File: src/rtl/faux_hd_transport_tx.sv
// Device-side transport transmit stage: latches a device-to-host FIS request from the
// command layer and serializes it as 32-bit dwords into the link layer write port.
module faux_hd_transport_tx #(
    parameter int DATA_DWORDS = 2048
) (
    input  logic        clk,
    input  logic        rst,
    output logic        transport_layer_ready,
    input  logic        send_reg_stb,
    input  logic        send_dev_bits_stb,
    input  logic        send_pio_stb,
    input  logic        send_dma_act_stb,
    input  logic        send_data_stb,
    input  logic        d2h_interrupt,
    input  logic        d2h_notification,
    input  logic [7:0]  d2h_status,
    input  logic [7:0]  d2h_error,
    input  logic [3:0]  d2h_port_mult,
    input  logic [7:0]  d2h_device,
    input  logic [47:0] d2h_lba,
    input  logic [15:0] d2h_sector_count,
    input  logic [15:0] pio_transfer_count,
    input  logic        pio_direction,
    input  logic [7:0]  pio_e_status,
    output logic        src_strobe,
    input  logic [31:0] src_data,
    input  logic        ll_ready,
    output logic        ll_write_start,
    output logic [23:0] ll_write_size,
    output logic        ll_write_strobe,
    output logic [31:0] ll_write_data,
    input  logic        ll_write_hold,
    input  logic        ll_write_finished,
    input  logic        ll_xmit_error,
    output logic        xmit_error
);

    typedef enum logic [1:0] {IDLE, START, SEND, WAIT_FIN} state_t;
    typedef enum logic [2:0] {FIS_REG, FIS_DEV_BITS, FIS_PIO, FIS_DMA_ACT, FIS_DATA} fis_t;

    localparam logic [13:0] DATA_LEN = 14'(DATA_DWORDS + 1);

    state_t      state_reg, state_next;
    fis_t        fis_reg, fis_next;
    logic [13:0] index_reg, index_next;
    logic        xmit_error_reg, xmit_error_next;

    logic        interrupt_reg, notification_reg, direction_reg;
    logic [7:0]  status_reg, error_reg, device_reg, e_status_reg;
    logic [3:0]  port_mult_reg;
    logic [47:0] lba_reg;
    logic [15:0] sector_count_reg, xfer_count_reg;

    logic        any_send;
    logic        accept;
    logic [13:0] frame_len;
    logic [31:0] header_dword;
    logic        payload_slot;

    assign any_send = send_reg_stb | send_dev_bits_stb | send_pio_stb
                    | send_dma_act_stb | send_data_stb;
    assign transport_layer_ready = (state_reg == IDLE) && ll_ready;
    assign accept = transport_layer_ready && any_send;
    assign xmit_error = xmit_error_reg;
    assign payload_slot = (fis_reg == FIS_DATA) && (index_reg != 14'd0);

    // Fixed priority when several send strobes coincide; the losers are dropped.
    always_comb begin
        fis_next = fis_reg;
        if (send_reg_stb)           fis_next = FIS_REG;
        else if (send_dev_bits_stb) fis_next = FIS_DEV_BITS;
        else if (send_pio_stb)      fis_next = FIS_PIO;
        else if (send_dma_act_stb)  fis_next = FIS_DMA_ACT;
        else if (send_data_stb)     fis_next = FIS_DATA;
    end

    always_ff @(posedge clk) begin
        if (rst) begin
            state_reg        <= IDLE;
            fis_reg          <= FIS_REG;
            index_reg        <= '0;
            xmit_error_reg   <= 1'b0;
            interrupt_reg    <= 1'b0;
            notification_reg <= 1'b0;
            direction_reg    <= 1'b0;
            status_reg       <= '0;
            error_reg        <= '0;
            device_reg       <= '0;
            e_status_reg     <= '0;
            port_mult_reg    <= '0;
            lba_reg          <= '0;
            sector_count_reg <= '0;
            xfer_count_reg   <= '0;
        end else begin
            state_reg      <= state_next;
            index_reg      <= index_next;
            xmit_error_reg <= xmit_error_next;
            if (accept) begin
                fis_reg          <= fis_next;
                interrupt_reg    <= d2h_interrupt;
                notification_reg <= d2h_notification;
                direction_reg    <= pio_direction;
                status_reg       <= d2h_status;
                error_reg        <= d2h_error;
                device_reg       <= d2h_device;
                e_status_reg     <= pio_e_status;
                port_mult_reg    <= d2h_port_mult;
                lba_reg          <= d2h_lba;
                sector_count_reg <= d2h_sector_count;
                xfer_count_reg   <= pio_transfer_count;
            end
        end
    end

    always_comb begin
        case (fis_reg)
            FIS_REG:      frame_len = 14'd5;
            FIS_DEV_BITS: frame_len = 14'd2;
            FIS_PIO:      frame_len = 14'd5;
            FIS_DMA_ACT:  frame_len = 14'd1;
            FIS_DATA:     frame_len = DATA_LEN;
            default:      frame_len = 14'd1;
        endcase
    end

    // Non-payload dwords; only the low index bits matter since headers are at most 5 dwords.
    always_comb begin
        header_dword = '0;
        case (fis_reg)
            FIS_REG: begin
                case (index_reg[2:0])
                    3'd0:    header_dword = {error_reg, status_reg, 1'b0, interrupt_reg,
                                             2'b00, port_mult_reg, 8'h34};
                    3'd1:    header_dword = {device_reg, lba_reg[23:0]};
                    3'd2:    header_dword = {8'h00, lba_reg[47:24]};
                    3'd3:    header_dword = {16'h0000, sector_count_reg};
                    default: header_dword = '0;
                endcase
            end
            FIS_DEV_BITS: begin
                if (index_reg[2:0] == 3'd0)
                    header_dword = {error_reg, 1'b0, status_reg[6:4], 1'b0, status_reg[2:0],
                                    notification_reg, interrupt_reg, 2'b00, port_mult_reg, 8'hA1};
            end
            FIS_PIO: begin
                case (index_reg[2:0])
                    3'd0:    header_dword = {error_reg, status_reg, 1'b0, interrupt_reg,
                                             direction_reg, 1'b0, port_mult_reg, 8'h5F};
                    3'd1:    header_dword = {device_reg, lba_reg[23:0]};
                    3'd2:    header_dword = {8'h00, lba_reg[47:24]};
                    3'd3:    header_dword = {e_status_reg, 8'h00, sector_count_reg};
                    3'd4:    header_dword = {16'h0000, xfer_count_reg};
                    default: header_dword = '0;
                endcase
            end
            FIS_DMA_ACT: header_dword = {20'h00000, port_mult_reg, 8'h39};
            FIS_DATA:    header_dword = {20'h00000, port_mult_reg, 8'h46};
            default:     header_dword = '0;
        endcase
    end

    always_comb begin
        state_next      = state_reg;
        index_next      = index_reg;
        xmit_error_next = 1'b0;
        ll_write_start  = 1'b0;
        ll_write_size   = '0;
        ll_write_strobe = 1'b0;
        ll_write_data   = '0;
        src_strobe      = 1'b0;
        case (state_reg)
            IDLE: begin
                if (accept) state_next = START;
            end
            START: begin
                ll_write_start = 1'b1;
                ll_write_size  = {10'd0, frame_len};
                index_next     = '0;
                state_next     = SEND;
            end
            SEND: begin
                if (!ll_write_hold) begin
                    ll_write_strobe = 1'b1;
                    ll_write_data   = payload_slot ? src_data : header_dword;
                    src_strobe      = payload_slot;
                    index_next      = index_reg + 14'd1;
                    if (index_reg == frame_len - 14'd1) state_next = WAIT_FIN;
                end
            end
            WAIT_FIN: begin
                if (ll_write_finished) state_next = IDLE;
            end
            default: state_next = IDLE;
        endcase
        // A link failure overrides everything: nothing is strobed and the source is not consumed.
        if (state_reg != IDLE && ll_xmit_error) begin
            state_next      = IDLE;
            xmit_error_next = 1'b1;
            ll_write_strobe = 1'b0;
            ll_write_data   = '0;
            src_strobe      = 1'b0;
        end
    end

endmodule

File: config.mk
export PLATFORM = sky130hd
export DESIGN_NAME = faux_hd_transport_tx
export DESIGN_NICKNAME = d
export VERILOG_FILES = /design/src/rtl/faux_hd_transport_tx.sv
export SDC_FILE = /design/constraint.sdc
export NUM_CORES = 1
export LEC_CHECK = 0
export ABC_AREA = 1
export CAP_MARGIN = 20
export CORE_MARGIN = 5
export CORE_UTILIZATION = 40
export DETAILED_ROUTE_END_ITERATION = 8
export GPL_TIMING_DRIVEN = 0
export PLACE_DENSITY = 0.7
export SYNTH_ARGS = -nofsm -noshare
export SYNTH_HDL_FRONTEND = slang
export SYNTH_SLANG_ARGS = --single-unit
File: constraint.sdc
create_clock -name clk -period 1.9 [get_ports clk]
set_input_delay 0.38 -clock clk [delete_from_list [all_inputs] [get_ports clk]]
set_output_delay 0.38 -clock clk [all_outputs]
set_load 0.05 [all_outputs]
==> results of run 1 <==
-- path summary, 6_finish.rpt --
check / start / slack (ns) / endpoint / cells past startpoint
setup / recovery: state_reg[0]$_SDFFE_PP0P_ / -0.87 / ll_write_data[4] / 11
hold / removal: sector_count_reg[13]$_SDFFE_PP0P_ / 0.45 / sector_count_reg[13]$_SDFFE_PP0P_ / 2
setup reg to reg: state_reg[1]$_SDFFE_PP0P_ / -0.76 / xmit_error$_SDFF_PP0_ / 20
hold reg to reg: sector_count_reg[13]$_SDFFE_PP0P_ / 0.45 / sector_count_reg[13]$_SDFFE_PP0P_ / 2
-- layout make-up --
class | instances | area share (%)
buffer | 73 | 4.619
clock buffer | 17 | 3.602
clock inverter | 15 | 1.441
inverter | 114 | 4.132
multi-input combinational | 722 | 37.06
sequential | 139 | 23.82
tap | 225 | 2.384
timing repair buffer | 262 | 22.95
-- worst reg2reg max path, stage by stage (launching register included) --
cell and delay [ns]:
dfxtp_4 0.38, inv_4 0.05, ha_4 0.15, inv_2 0.05, nand2_2 0.06, buf_6 0.12, buf_4 0.13, buf_4 0.12
buf_4 0.12, buf_4 0.12, buf_4 0.12, buf_4 0.12, buf_4 0.12, buf_4 0.12, buf_4 0.12, buf_4 0.12
buf_4 0.12, buf_4 0.12, buf_4 0.12, buf_4 0.13, nor2_4 0.08
-- cells in the mapped netlist, types with 4 or more instances --
master,instances
o21ai_0,141
nand3_1,30
o22ai_1,15
nand4_1,17
nand2_1,164
o221ai_1,15
clkbuf_1,34
buf_2,14
nand2_4,4
inv_1,106
o31ai_1,4
buf_4,26
nor2_1,165
nand2_2,4
inv_2,6
o21ai_1,8
nor3_1,6
a21oi_1,90
a31oi_1,7
ha_1,9
dfxtp_1,139
-- per-stage QoR --
stage | instances | TNS [ns] | utilization (%) | total power, mW
after global routing | 1567 | -30.48 | 68.52 | 13.24
after CTS | 1558 | -26.47 | 66.71 | 12.13
final | 1567 | -27.96 | 68.52 | 12.61
after floorplan | 1049 | -17.54 | - | 6.644
after detailed placement | 1475 | -98.52 | 58.38 | 8.080
after global placement | 1475 | -95.41 | 58.38 | 8.001
-- cell families (layout without fill, tap and decap cells) --
logic type                 count (synthesis)  count (layout)  synth area share, %
other                                      1              20              0.05340
xor gates and xnor gates                   2               2               0.2495
and+or+nand+nor                          403             404                24.32
buffers and inverters                    189             481                12.01
DFF                                      139             139                39.62
adders and majority gates                  9               9                1.603
AOI/OAI and AO/OA                        287             287                22.15
-- per-layer routing --
metal	global-route usage (%)	part of all wire, %
met3	5.948	9.1
met4	9.805	3.3
met2	45.13	48
met5	0	0
met1	34.94	40
-- power by group --
group | total (mW) | internal [mW] | switching [mW]
Combinational | 5.39 | 2.14 | 3.25
Clock | 3.39 | 1.88 | 1.51
Sequential | 3.83 | 3.54 | 0.289
-- what timing repair did --
item	CTS	global route
hold buffers	0	0
endpoints found under the setup margin	82	160
gates cloned	4	1
pin swaps	30	26
buffers inserted	48	14
gates resized for setup	384	88
==> results.toml, run 1 <==
[pwr]
ir_worst_vdd_uv = 803.4
powerDensity_nw_per_um2 = 1068
p_leak_nw = 4.744

[placement]
pre_cts_slack_ns = -1.847
io_buffer_count = 201
hpwlAfterDp_um = 20340
gp_congestion = 0.9170
place_area_um2 = 10060

[cts]
clock_sinks = 139
cts_max_level = 4
cts_made_buffers = 17
worstSkewPairLatency_ns = 0.44
cts_root_buf = "clkbuf_16"
cts_tree = "done"
clk_path_buf_depth = 2
clkSlewWorstSetupHoldPaths_ns = 0.07

[synthesis]
ys_warn_count = 0
synth_cell_type_count = 39
postSynthCellCount = 1030
syn_area_um2 = 7023
async_flop_share_pct = 0
synth_area_leaders = "dfxtp_1 40%, o21ai_0 10%, nor2_1 8.8%"
yosys.area.top_type = "dfxtp_1"
yosys.area.top_type_share_pct = 39.62
ys_ff_latch = 139
synth-edff-count = 0
avgSynthCellArea_um2 = 6.818
synth-main-ff-cell = "dfxtp_1"
ys_seq_area_share_pct = 39.62

[sta]
fin_crit_sh_pct = 146.0
skew_ns = 0.006683
period_minus_slack_ns = 2.775
rsz0062_at_grt = "yes"
slew_viol_final = 0
hold_violations = 0
fmax_mhz = 360.4
fin_worst_hold_slack_ns = 0.4550
layout_setup_ws_ns = -0.8745
max-slew-margin-rel_pct = 54.66
tightest_slew_ns = 0.6801
setup_violations = 36

[detailed_routing]
wl_per_cell_um = 18.31
first_pass_iters = 5
vias = 8243
viasPerCell = 5.260
drc = 0
drt_iter0_markers = 711
postRouteWirelength_um = 28700
antenna_left = 0

[finish]
final_area_um2 = 11810
final_nets = 1500
syn_to_final_growth_pct = 68.16
final_common_cell = "clkdlybuf4s50_1"
final-seq-area_um2 = 2813
final_cell_mix = "160 x clkdlybuf4s50_1, 158 x nor2_1, 131 x dfxtp_1"
multiInputGateArea_um2 = 4377
antenna_cells = 0
largest_reg_flops = 48
drive_gt1_share_pct = 24.66
fillCellCount = 1422

[die]
start_util_pct = 40.74
row_count = 48
io_pins = 223
dieHeight_um = 142.5
dieWidth_um = 142.5
dieArea_um2 = 20310
fp.coreArea_um2 = 17240

[worst_setup_path]
cp_slowest_stage_delay_ns = 0.35
worstPathArrival_ns = 2.39
cp.required_ns = 1.52
slowest_stage = "dfxtp_4"
start_kind = "register"
cpMostUsedCell = "nor2_4"
end_kind = "output port"
cp_top_family = "buffers and inverters"
crit_type = "reg2out"
path_buf_inv = 5
crit_chain = "inv_4 > ha_4 > nand2_8 > nor2_4 > clkinvlp_4 > nor2_4 > buf_12 > buf_4 > nand2_1 > o21ai_1 > buf_6"
cp_max_fo = 9

[grt]
grt_first_pass_wirelength_um = 42530
antenna_found_initial = 0
grt_max_degree = 17
grt_overflow = 0
grt_pass1_vias = 7826
grt_util_all_layers_pct = 27.24

[run_status]
violations = "setup timing"
outcome = "complete, but fails checks"

[worst_hold_path]
hp-class = "reg2reg"

[flow_run]
maxCapViolCount = 0
Power figures use the tool's default switching activity.
==> inputs of run 2 (changes only) <==
--- a/config.mk
+++ b/config.mk
@@ -7,11 +7,13 @@
 export LEC_CHECK = 0
 export ABC_AREA = 1
 export CAP_MARGIN = 20
+export CELL_PAD_IN_SITES_DETAIL_PLACEMENT = 0
+export CELL_PAD_IN_SITES_GLOBAL_PLACEMENT = 1
 export CORE_MARGIN = 5
-export CORE_UTILIZATION = 40
+export CORE_UTILIZATION = 29
 export DETAILED_ROUTE_END_ITERATION = 8
 export GPL_TIMING_DRIVEN = 0
-export PLACE_DENSITY = 0.7
+export PLACE_DENSITY = 0.73
 export SYNTH_ARGS = -nofsm -noshare
 export SYNTH_HDL_FRONTEND = slang
 export SYNTH_SLANG_ARGS = --single-unit
==> results.toml, run 2 (synthesis gave the netlist of run 1 again) <==
[run_status]
outcome = "complete, but fails checks"
violations = "setup timing"

[finish]
drive_gt1_share_pct = 25.22
final_cell_count_no_fill = 1669
post-route-util_pct = 50.31
final_nets = 1502
multiInputGateArea_um2 = 4436
syn_to_final_growth_pct = 72.67
final-seq-area_um2 = 2805
final_common_cell = "clkdlybuf4s50_1"
largest_reg_flops = 48
final_cell_mix = "160 x clkdlybuf4s50_1, 159 x nor2_1, 133 x dfxtp_1"
fillCellCount = 2383

[detailed_routing]
wl_per_cell_um = 18.38
drc = 0
drt_iter0_markers = 586
vias = 8072
first_pass_iters = 5
viasPerCell = 4.836
postRouteWirelength_um = 30680
antenna_left = 0

[cts]
clk_path_buf_depth = 2
worstSkewPairLatency_ns = 0.43
clock_sinks = 139
cts_root_buf = "clkbuf_16"
cts_hold_buffers = 0
clkSlewWorstSetupHoldPaths_ns = 0.07
cts_max_level = 4
cts_tree = "done"
cts_made_buffers = 17

[sta]
slew_viol_final = 0
rsz0062_at_grt = "yes"
tightest_slew_ns = 0.6513
period_minus_slack_ns = 2.835
fmax_mhz = 352.7
setup_violations = 38
fin_crit_sh_pct = 149.2
layout_setup_ws_ns = -0.9351
skew_ns = 0.006092
hold_violations = 0
fin_worst_hold_slack_ns = 0.4473
max-slew-margin-rel_pct = 56.58

[pwr]
p_switching_mw = 5.044
internal_power_mw = 7.566
combPwrFrac_pct = 42.0
sw_frac_of_total_pct = 40.00
powerDensity_nw_per_um2 = 1040
ir_worst_vdd_uv = 533.9
p_leak_nw = 4.862
p_clk_share_pct = 27.6
total_power_mw = 12.61
p_seq_share_pct = 30.4

[worst_hold_path]
hp-class = "in2reg"
worstHoldPathCells = 2
whs_endpoint = "xmit_error$_SDFF_PP0_"
hp-start = "rst"

[worst_setup_path]
r2r-end = "status_reg[7]$_SDFFE_PP0P_"
start_kind = "register"
cp.required_ns = 1.52
cp_top_family = "buffers and inverters"
r2r_cells = 10
end_kind = "output port"
crit_chain = "inv_4 > ha_4 > nand2_8 > nor2_4 > clkinvlp_4 > buf_6 > a21oi_4 > clkbuf_16 > nand3_4 > nand2_8 > buf_8"
reg2reg_slack_ns = 0.06
reg2reg_from = "state_reg[0]$_SDFFE_PP0P_"
path_buf_inv = 5
cpMostUsedCell = "nand2_8"
slowest_stage = "dfxtp_4"
crit_type = "reg2out"
cp_slowest_stage_delay_ns = 0.36
worstPathArrival_ns = 2.46
cp_max_fo = 5

[die]
io_pins = 223
row_count = 57
fp.coreArea_um2 = 24110
start_util_pct = 29.13
dieHeight_um = 165.6
dieArea_um2 = 27430
dieWidth_um = 165.6

[grt]
grt_pass1_vias = 7765
grt_first_pass_wirelength_um = 45710
grt_util_all_layers_pct = 21.41
antenna_found_initial = 1
grt_overflow = 0
grt_max_degree = 18

[placement]
io_buffer_count = 201
hpwlAfterDp_um = 22560
gp_congestion = 0.8629
dp_cells = 1574

[flow_run]
maxCapViolCount = 0
[run 2: cell count changes in the layout (fill, tap and decap cells not counted), sizes merged]
cell / change
clkbuf: -3
inv: -4
clkinv: -1
clkinvlp: +4
buf: +5
diode: +1
bufinv: +1
[run 2: power groups by stage]
stage / sequential [mW] / clock, mW / combinational, mW
floorplan: 3.80 / 0 / 2.84
global placement: 3.87 / 0 / 4.31
detailed placement: 3.88 / 0 / 4.34
CTS: 3.82 / 3.53 / 4.82
global route: 3.89 / 3.65 / 5.73
finish: 3.83 / 3.49 / 5.29
[run 2: cell type report]
class | count | area share (%)
Buffer | 73 | 4.798
Timing Repair Buffer | 264 | 23.27
Antenna cell | 1 | 0.02064
Inverter | 114 | 3.879
Sequential cell | 139 | 23.13
Clock buffer | 17 | 3.508
Multi-Input combinational cell | 722 | 36.58
Tap cell | 324 | 3.343
Clock inverter | 15 | 1.475
[run 2: how the worst max path moves through the flow]
stage | startpoint | slack [ns] | to | cells past startpoint
global route | state_reg[0]$_SDFFE_PP0P_ | -1.0 | ll_write_data[23] | 13
detailed placement | ll_write_hold | -1.98 | ll_write_data[11] | 10
floorplan | state_reg[0]$_SDFFE_PP0P_ | -0.65 | ll_write_data[16] | 8
CTS | state_reg[0]$_SDFFE_PP0P_ | -0.91 | ll_write_data[19] | 13
global placement | ll_write_hold | -1.98 | ll_write_data[11] | 10
finish | state_reg[0]$_SDFFE_PP0P_ | -0.94 | ll_write_data[23] | 11
[run 2: repair_timing]
action | 4_1_cts | 5_1_grt
buffers inserted | 32 | 27
gates cloned | 3 | 3
pin swaps | 14 | 13
resized for setup | 392 | 96
endpoints found under the setup margin | 130 | 158
[run 2: stage by stage]
stage,setup WS [ns],setup TNS [ns],instance area (µm²)
after floorplan,-0.6548,-17.54,7770
after detailed placement,-1.981,-110.46,10190
after CTS,-0.9116,-27.68,11510
after global placement,-1.983,-107.32,10190
final,-0.9351,-29.14,12130
after global routing,-0.9985,-32.24,12130
[run 2: layer usage]
layer,track usage (%),up-vias,routed length [µm]
met2,34.09,298,14280
met1,29.19,3763,13960
met5,0,-,0
met3,4.695,35,1904
met4,6.420,0,532
li1,-,3976,-
[run 2: worst reg2reg max path, stage by stage, from the launching register on]
cell      delay, ns
dfxtp_4        0.36
inv_4          0.08
ha_4           0.15
buf_4          0.13
nand2_2        0.08
inv_2          0.09
nand2_1        0.08
buf_6          0.16
clkbuf_2       0.23
o21ai_1        0.29
nor2_1         0.07
